### config.mk
export PLATFORM = sky130hd
export DESIGN_NAME = mux81_rr_sched_flat
export DESIGN_NICKNAME = d
export VERILOG_FILES = /design/src/rtl/mux81_rr_sched_if.sv /design/src/rtl/mux81_rr_sched.sv /design/src/flat_wrapper.sv
export SDC_FILE = /design/constraint.sdc
export NUM_CORES = 1
export LEC_CHECK = 0
export ABC_AREA = 0
export CAP_MARGIN = 25
export CORE_MARGIN = 5
export CORE_UTILIZATION = 55
export DETAILED_ROUTE_END_ITERATION = 8
export PLACE_DENSITY = 0.81
export SLEW_MARGIN = 20
export SYNTH_ARGS = -nofsm -noshare
export SYNTH_HDL_FRONTEND = slang
export SYNTH_SLANG_ARGS = --single-unit
### constraint.sdc
create_clock -name clk -period 4.4 [get_ports clk]
set_input_delay 0.44 -clock clk [delete_from_list [all_inputs] [get_ports clk]]
set_output_delay 0.44 -clock clk [all_outputs]
set_load 0.02 [all_outputs]
### src/rtl/mux81_rr_sched_if.sv
// Requester/downstream handshake bundle for the 8:1 mux round-robin scheduler.
// master = requester/downstream side, slave = scheduler.
interface mux81_rr_sched_if;
  logic [7:0] req;
  logic [7:0] last;
  logic       out_ready;
  logic [2:0] sel;
  logic [7:0] gnt;
  logic       out_valid;
  logic       abort;
  logic       busy;

  modport master (
    output req, last, out_ready,
    input  sel, gnt, out_valid, abort, busy
  );

  modport slave (
    input  req, last, out_ready,
    output sel, gnt, out_valid, abort, busy
  );
endinterface

### src/rtl/mux81_rr_sched.sv
// Round-robin scheduler for an 8-input select mux. Holds a grant for a packet
// or burst (capped at MAX_BURST beats), then always passes through one IDLE
// cycle before re-arbitrating. The datapath mux lives outside this block.
module mux81_rr_sched #(
  parameter int MAX_BURST = 4  // 1..255 beats per grant
) (
  input logic             clk,
  input logic             rst,
  mux81_rr_sched_if.slave bus
);

  typedef enum logic {IDLE, GRANT} state_e;

  state_e     state_q, state_d;
  logic [2:0] sel_q,   sel_d;
  logic [2:0] ptr_q,   ptr_d;   // last released requester; scan starts at ptr+1
  logic [7:0] gnt_q,   gnt_d;
  logic [7:0] bcnt_q,  bcnt_d;  // beats moved in the current grant
  logic       abort_q, abort_d;

  logic [2:0] winner;
  logic       win_found;
  logic       xfer;

  // Rotating-priority search: first requester after ptr, wrapping mod 8.
  // The k=8 step lands back on ptr itself so it is considered last.
  always_comb begin
    winner    = ptr_q;
    win_found = 1'b0;
    for (int k = 1; k <= 8; k++) begin
      if (!win_found && bus.req[ptr_q + 3'(k)]) begin
        winner    = ptr_q + 3'(k);
        win_found = 1'b1;
      end
    end
  end

  assign bus.out_valid = (state_q == GRANT) && bus.req[sel_q];
  assign xfer          = bus.out_valid && bus.out_ready;
  assign bus.busy      = (state_q == GRANT);
  assign bus.sel       = sel_q;
  assign bus.gnt       = gnt_q;
  assign bus.abort     = abort_q;

  // Next-state: arbitrate in IDLE, count beats / release / abort in GRANT.
  // Dropping req while granted means out_valid is low, so no beat can move
  // that cycle; that is the abort condition.
  always_comb begin
    state_d = state_q;
    sel_d   = sel_q;
    ptr_d   = ptr_q;
    gnt_d   = gnt_q;
    bcnt_d  = bcnt_q;
    abort_d = 1'b0;
    case (state_q)
      IDLE: begin
        gnt_d = 8'h00;
        if (bus.req != 8'h00) begin
          sel_d   = winner;
          gnt_d   = 8'b1 << winner;
          bcnt_d  = 8'h00;
          state_d = GRANT;
        end
      end
      GRANT: begin
        if (xfer) begin
          bcnt_d = bcnt_q + 8'd1;
          if (bus.last[sel_q] || (bcnt_q == 8'(MAX_BURST - 1))) begin
            ptr_d   = sel_q;
            gnt_d   = 8'h00;
            state_d = IDLE;
          end
        end else if (!bus.req[sel_q]) begin
          abort_d = 1'b1;
          ptr_d   = sel_q;
          gnt_d   = 8'h00;
          state_d = IDLE;
        end
      end
      default: begin
        state_d = IDLE;
        gnt_d   = 8'h00;
      end
    endcase
  end

  // State and registered outputs; ptr=7 puts requester 0 first after reset.
  always_ff @(posedge clk or posedge rst) begin
    if (rst) begin
      state_q <= IDLE;
      sel_q   <= 3'd0;
      ptr_q   <= 3'd7;
      gnt_q   <= 8'h00;
      bcnt_q  <= 8'h00;
      abort_q <= 1'b0;
    end else begin
      state_q <= state_d;
      sel_q   <= sel_d;
      ptr_q   <= ptr_d;
      gnt_q   <= gnt_d;
      bcnt_q  <= bcnt_d;
      abort_q <= abort_d;
    end
  end

endmodule
### src/flat_wrapper.sv
// flat-port wrapper written by rule: the top's interface ports become plain ports
module mux81_rr_sched_flat 
#(
  parameter int MAX_BURST = 4                           
)
  (clk, rst, bus_req, bus_last, bus_out_ready, bus_sel, bus_gnt, bus_out_valid, bus_abort, bus_busy);
  mux81_rr_sched_if bus_i ();
  input logic clk;
  input logic rst;
  input wire logic [$bits(bus_i.req)-1:0] bus_req;
  input wire logic [$bits(bus_i.last)-1:0] bus_last;
  input wire logic [$bits(bus_i.out_ready)-1:0] bus_out_ready;
  output wire logic [$bits(bus_i.sel)-1:0] bus_sel;
  output wire logic [$bits(bus_i.gnt)-1:0] bus_gnt;
  output wire logic [$bits(bus_i.out_valid)-1:0] bus_out_valid;
  output wire logic [$bits(bus_i.abort)-1:0] bus_abort;
  output wire logic [$bits(bus_i.busy)-1:0] bus_busy;
  assign bus_i.req = bus_req;
  assign bus_i.last = bus_last;
  assign bus_i.out_ready = bus_out_ready;
  assign bus_sel = bus_i.sel;
  assign bus_gnt = bus_i.gnt;
  assign bus_out_valid = bus_i.out_valid;
  assign bus_abort = bus_i.abort;
  assign bus_busy = bus_i.busy;
  mux81_rr_sched #(.MAX_BURST(MAX_BURST)) u_core (.clk(clk), .rst(rst), .bus(bus_i));
endmodule
==> results.sh, run 1 <==
export IMPL_antenna_cells=0
export IMPL_fin_util_pct=65.78
export IMPL_drive_above_1_share_pct=18.70
export IMPL_worstRegToRegCells=9
export IMPL_worstPathArrival_ns=4.01
export IMPL_clk_insertion_delay_late_ns=0.27
export IMPL_design_power_total_uw=2357
export IMPL_tritoncts_num_buffers=3
export IMPL_part_of_the_power_in_registers_pct=16.9
export IMPL_netSwitchingPower_uw=1108
export IMPL_wire_per_inst_um=17.54
export IMPL_synth_top_cell_area_share_pct=23.60
export IMPL_postCtsSetupRepairBufs=0
export IMPL_worst_hold_path_type="reg2reg"
export IMPL_fp_dieArea_mm2=0.005422
export IMPL_num_fill_cells=305
export IMPL_synth_net_count=227
export IMPL_p_leak_uw=0.001073
export IMPL_syn_area_mm2=0.002227
export IMPL_dominantRegCellSynth="sky130_fd_sc_hd__dfrtp_1"
export IMPL_globalRouteOverflowTotal=0
export IMPL_grt_usage_pct=20.16
export IMPL_period_share_pct=87.60
export IMPL_report_final_setup_viol=0
export IMPL_netlist_instances=205
export IMPL_final_hold_worst_slack_ns=0.4831
export IMPL_critical_path_reg2reg_endpoint="u_core.bus.sel[2]"
export IMPL_largest_vdd_supply_drop_uv=568.9
export IMPL_postSynthRegisterBits=24
export IMPL_netlist_cell_type_count=59
export IMPL_post_cts_resized=0
export IMPL_dr_first_iter_drc_count=168
export IMPL_synth_sequential_area_ratio_pct=27.13
export IMPL_post_synth_main_area_contributors="sky130_fd_sc_hd__dfrtp_1, sky130_fd_sc_hd__mux4_2, sky130_fd_sc_hd__mux2i_1, sky130_fd_sc_hd__dfstp_2, sky130_fd_sc_hd__mux4_1"
export IMPL_element_type_at_the_critical_path_end="flip-flop"
export IMPL_finalWeightedCongestion=0.9095
export IMPL_grt_start_max_net_pins=25
export IMPL_post_drt_via_cell_ratio=6.514
export IMPL_fmax_ghz=0.2594
export IMPL_crit_cells=9
export IMPL_critical_path_class="reg2reg"
export IMPL_num_rows=23
export IMPL_tritoncts_clock_tree="built"
export IMPL_outcome="finished, final reports clean"
export IMPL_cts_path_max_buffers=2
export IMPL_hold_viol_final=0
export IMPL_tns_ns=0
export IMPL_drv_max_cap_violation_count=0
export IMPL_die_ht_um=73.64
export IMPL_synth_edff_count=0
export IMPL_power_density_cell_area_mw_per_mm2=902.0
export IMPL_worstPathRequired_ns=4.56
export IMPL_final_net_count=253
export IMPL_drt_drc=0
export IMPL_routed_wirelength_um=4912
export IMPL_h_tree_depth=1
export IMPL_cts_clk_slew_worst_paths_ns=0.08
export IMPL_cp_buffers_inverters=1
export IMPL_detailedRoute_firstPassIterationCount=7
export IMPL_fin_crit_ns=3.855
export IMPL_worst_hold_path_endpoint="u_core.bus.gnt[4]"
export IMPL_synth_avg_cell_area_um2=10.86
export IMPL_cp_cell_sequence="inv_6, ha_1, mux4_2, mux2i_4, o221ai_1, a222oi_1, o21ai_1, o221a_4, mux2_4"
export IMPL_cts_sinks=24
export IMPL_antenna_found_initial=0
export IMPL_min_path_cells=2
export IMPL_syn2layout_area_growth_pct=17.30
export IMPL_netSwitchingFraction_pct=47.00
export IMPL_critical_path_top_delay_family="compound AO/OA/AOI/OAI gates"
export IMPL_r2r_setup_slack_ns=0.55
export IMPL_slew_headroom_pct=42.78
export IMPL_p_int_uw=1249
export IMPL_drtAntennaViolNets=0
export IMPL_yosysMostFrequentCell="sky130_fd_sc_hd__dfrtp_1"
export IMPL_hp_start="u_core.bus.gnt[4]"
export IMPL_routed_via_count=1824
export IMPL_floorplan_core_area_mm2=0.003971
export IMPL_synth_async_reset_ratio_pct=100.0
export IMPL_design_portCount=33
export IMPL_timing_worst_slew_pin_value_ns=0.8574
export IMPL_grt_first_pass_wirelength_um=8576
export IMPL_clock_power_share_pct=8.1
export IMPL_number_of_global_route_vias_before_repair=1786
export IMPL_dp_hpwl_um=3645
export IMPL_comb_power_share_pct=75.0
export IMPL_floorplan_die_width_um=73.64
export IMPL_worstReg2RegStart="u_core.ptr_q[0]"
export IMPL_path_max_fanout=14
export IMPL_clock_skew_ns=0.001270
export IMPL_synth_warnings=0
export IMPL_cts_root_buffer="sky130_fd_sc_hd__clkbuf_8"
export IMPL_max_stage_delay_ns=0.76
export IMPL_unrepaired_setup_endpoints_after_global_routing="no"
export IMPL_synth_largest_area_cell="sky130_fd_sc_hd__dfrtp_1"
export IMPL_synth_top_cells_by_count="sky130_fd_sc_hd__dfrtp_1, sky130_fd_sc_hd__nand2_1, sky130_fd_sc_hd__mux2i_1, sky130_fd_sc_hd__mux4_2, sky130_fd_sc_hd__nor2_1"
export IMPL_cts_hold_fix_buffers=0
export IMPL_slowest_stage="sky130_fd_sc_hd__dfstp_2"
export IMPL_floorplan_initialDensity_pct=56.08
export IMPL_io_buffers=32
export IMPL_critical_path_startpoint_type="flip-flop"
export IMPL_drv_slew=0
==> flip-flops by register name, indices dropped and copies added, names as in the netlist <==
register,flops
u_core.bcnt_q,8
u_core.bus.gnt,8
u_core.bus.sel,3
u_core.ptr_q,3
u_core.bus.abort,1
u_core.bus.busy,1
==> power groups by stage <==
stage	clock network [uW]	registers, uW	logic, uW
after CTS	195	400	1760
after detailed placement	0	403	1750
final	190	398	1770
after floorplan	0	385	1440
after global routing	204	413	1910
after global placement	0	401	1710
==> per-layer routing <==
layer  part of all wire [%]  up-vias  wire (um)  global-route usage, %
li1                       -      844          -                      -
met3                    6.4        6        315                  3.557
met1                     43      896       2091                  28.55
met2                     50       78       2462                  32.78
met5                      0        -          0                      0
met4                   0.86        0         42                  3.622
==> kinds of logic (layout without fill, tap and decap cells) <==
family | Yosys count | count (layout) | synth area share [%]
xor gates and xnor gates | 11 | 11 | 4.663
AOI/OAI and AO/OA | 43 | 43 | 16.35
DFF | 24 | 24 | 27.13
buffers and inverters | 18 | 43 | 4.831
and+or+nand+nor | 65 | 65 | 15.17
adders and majority gates | 3 | 3 | 1.686
muxes | 41 | 41 | 30.17
==> metrics by stage <==
stage                     area [um^2]  setup WS, ns  cells
after global placement           2541        0.7285    276
final                            2613        0.5454    280
after floorplan                  2227        0.8737    205
after CTS                        2613        0.5858    280
after global routing             2613        0.3330    280
after detailed placement         2541        0.6108    276
==> cells in the final DEF (no fill, tap or decap), drive strengths merged, types with 4 or more instances in the layout <==
cell type	count
a21oi	6
inv	5
nand3	5
nor2b	5
mux4	17
o31ai	4
nor2	11
nand2	20
xnor2	4
o21ai	6
dfrtp	21
and2	5
a32o	5
xor2	7
mux2i	17
clkdlybuf4s50	32
mux2	7
==> cell type report <==
| cell class | instances | area, um^2 | share of cell area, % |
|---|---|---|---|
| clock inverters | 1 | 30.03 | 1.149 |
| inverters | 5 | 23.77 | 0.9100 |
| repair buffers | 34 | 335.3 | 12.84 |
| multi-input cells | 163 | 1515 | 58.00 |
| flip-flops and latches | 24 | 604.3 | 23.13 |
| well taps | 50 | 62.56 | 2.395 |
| clock buffers | 3 | 41.29 | 1.580 |
==> how the worst max path moves through the flow <==
stage / slack [ns] / startpoint / end
final: 0.55 / u_core.ptr_q[0] / u_core.bus.sel[2]
after global routing: 0.33 / u_core.ptr_q[0] / u_core.bus.gnt[7]
after CTS: 0.59 / u_core.ptr_q[0] / u_core.bus.sel[2]
after detailed placement: 0.61 / u_core.ptr_q[0] / u_core.bus.sel[2]
after global placement: 0.73 / u_core.ptr_q[0] / u_core.bus.sel[2]
after floorplan: 0.87 / u_core.ptr_q[1] / u_core.bus.sel[2]
==> worst register-to-register path: stages, from the launching register on <==
cell and delay, ns:
sky130_fd_sc_hd__dfstp_2 0.76, sky130_fd_sc_hd__inv_6 0.08, sky130_fd_sc_hd__ha_1 0.68, sky130_fd_sc_hd__mux4_2 0.48, sky130_fd_sc_hd__mux2i_4 0.28, sky130_fd_sc_hd__o221ai_1 0.19, sky130_fd_sc_hd__a222oi_1 0.51, sky130_fd_sc_hd__o21ai_1 0.19
sky130_fd_sc_hd__o221a_4 0.32, sky130_fd_sc_hd__mux2_4 0.25
No activity file was read; power rests on OpenSTA's default activity.
==> run 2, diff against run 1 <==
Settings changed: CORE_UTILIZATION 55 to 57, DONT_BUFFER_PORTS set to 1, PLACE_DENSITY 0.81 to 0.72.
==> run 2 against run 1 <==
Effect of this change: hold slack got worse by 0.47 ns; via count is 5.2% lower; flip-flop and latch count did not move; design area decreased by 12%; first-iteration DRC count is 96% higher; critical path depth is the same; non-clock buffer count down 31; setup slack lost 0.040 ns; die area shrank 3.0%; final cell count fell by 12%; critical endpoint unchanged; highest routed layer unchanged.
==> results.sh, run 2 (same netlist as run 1, synthesis figures left out) <==
export IMPL_detailedRoute_firstPassIterationCount=4
export IMPL_drt_drc=0
export IMPL_period_share_pct=88.51
export IMPL_floorplan_initialDensity_pct=59.93
export IMPL_element_type_at_the_critical_path_end="flip-flop"
export IMPL_post_drt_via_cell_ratio=7.000
export IMPL_worstPathRequired_ns=4.56
export IMPL_commonest_non_fill_non_tap_cells_in_the_layout="sky130_fd_sc_hd__dfrtp_1, sky130_fd_sc_hd__nand2_1, sky130_fd_sc_hd__mux2i_1, sky130_fd_sc_hd__mux4_2, sky130_fd_sc_hd__nor2_1"
export IMPL_finalWeightedCongestion=1.079
export IMPL_drtAntennaViolNets=0
export IMPL_wire_per_inst_um=20.02
export IMPL_cts_hold_fix_buffers=0
export IMPL_grt_busiest_layer="met2"
export IMPL_routed_via_count=1729
export IMPL_cts_sinks=24
export IMPL_clock_skew_ns=0.004522
export IMPL_postCtsSetupRepairBufs=0
export IMPL_drv_max_cap_violation_count=0
export IMPL_routed_wirelength_um=4944
export IMPL_critical_path_class="reg2reg"
export IMPL_fmax_ghz=0.2568
export IMPL_grt_usage_pct=19.92
export IMPL_num_rows=22
export IMPL_number_of_global_route_vias_before_repair=1693
export IMPL_floorplan_die_width_um=72.51
export IMPL_grt_start_max_net_pins=25
export IMPL_drv_slew=0
export IMPL_floorplan_core_area_mm2=0.003716
export IMPL_worst_hold_path_type="in2async"
export IMPL_syn2layout_area_growth_pct=3.315
export IMPL_grt_use_met1_pct=28.42
export IMPL_cp_cell_sequence="inv_6, ha_1, mux2i_1, mux4_2, a32o_1, a222oi_1, o21ai_1, o221a_4, mux2_4"
export IMPL_antenna_cells=0
export IMPL_critical_path_startpoint_type="flip-flop"
export IMPL_final_net_count=222
export IMPL_grt_first_pass_wirelength_um=8376
export IMPL_antenna_found_initial=0
export IMPL_commonest_non_fill_non_tap_cell_in_the_layout="sky130_fd_sc_hd__dfrtp_1"
export IMPL_cts_path_max_buffers=2
export IMPL_outcome="finished, final reports clean"
export IMPL_h_tree_depth=1
export IMPL_globalRouteOverflowTotal=0
export IMPL_tns_ns=0
export IMPL_dp_hpwl_um=3715
export IMPL_die_ht_um=72.51
export IMPL_fp_dieArea_mm2=0.005258
export IMPL_slowest_stage="sky130_fd_sc_hd__dfstp_2"
export IMPL_post_cts_resized=0
export IMPL_clk_insertion_delay_late_ns=0.27
export IMPL_fin_crit_ns=3.895
export IMPL_cts_clk_slew_worst_paths_ns=0.08
export IMPL_max_stage_delay_ns=0.76
export IMPL_io_buffers=0
export IMPL_slew_headroom_pct=55.46
export IMPL_cts_root_buffer="sky130_fd_sc_hd__clkbuf_8"
export IMPL_path_max_fanout=14
export IMPL_report_final_setup_viol=0
export IMPL_hold_viol_final=0
export IMPL_tritoncts_num_buffers=3
export IMPL_unrepaired_setup_endpoints_after_global_routing="no"
export IMPL_met3_usage_pct=4.986
export IMPL_tritoncts_clock_tree="built"
export IMPL_design_portCount=33
export IMPL_final_hold_worst_slack_ns=0.01793
export IMPL_drive_above_1_share_pct=22.11
export IMPL_timing_worst_slew_pin_value_ns=0.6633
export IMPL_groute_layer_met2_usage_pct=31.34
export IMPL_dr_first_iter_drc_count=330
export IMPL_worstPathArrival_ns=4.05
==> run 2: through the flow <==
stage,instance area [um^2],util (%),cells,setup slack [ns]
floorplan,2227,-,205,0.8737
global placement,2218,59.70,242,0.7587
detailed placement,2218,59.70,242,0.5640
CTS,2273,61.18,246,0.5412
global route,2301,61.92,247,0.3172
finish,2301,61.92,247,0.5054
==> run 2: layout make-up <==
cell class                      instances  area (um^2)
Tap cell                               48        60.06
Inverter                                5        23.77
Sequential cell                        24        604.3
Multi-Input combinational cell        163         1515
Timing Repair Buffer                    3        42.54
Fill cell                             312         1415
Clock buffer                            4        55.05
==> run 2: per-layer routing <==
layer,routed length (um),share of wire (%)
met5,0,0
met4,51,1.0
met3,451,9.1
met2,2370,48
met1,2070,42
==> run 2: critical path: cells and delay by family (launching register included) <==
kind	cells	cell delay, ns
AO/OA/AOI/OAI	4	1.20
adder cells (fa/ha/maj)	1	0.66
buffers and inverters	1	0.08
flip-flops	1	0.76
multiplexers	3	1.06
==> run 2: path summary, 6_finish.rpt <==
check                            startpoint           endpoint  slack (ns)  cells after the start
max                         u_core.ptr_q[0]  u_core.bus.sel[2]        0.51                      9
min                                     rst  u_core.bus.gnt[0]        0.02                      1
max reg2reg                 u_core.ptr_q[0]  u_core.bus.sel[2]        0.51                      9
min reg2reg                u_core.bcnt_q[0]   u_core.bcnt_q[0]        0.57                      1
max in group asynchronous               rst    u_core.ptr_q[0]        3.89                      2
min in group clk           u_core.bcnt_q[0]   u_core.bcnt_q[0]        0.57                      1
Power of run 2 is left out: the tool's default activity adds up to more than one toggle a clock period on the data nets, which glitch-free logic cannot reach.
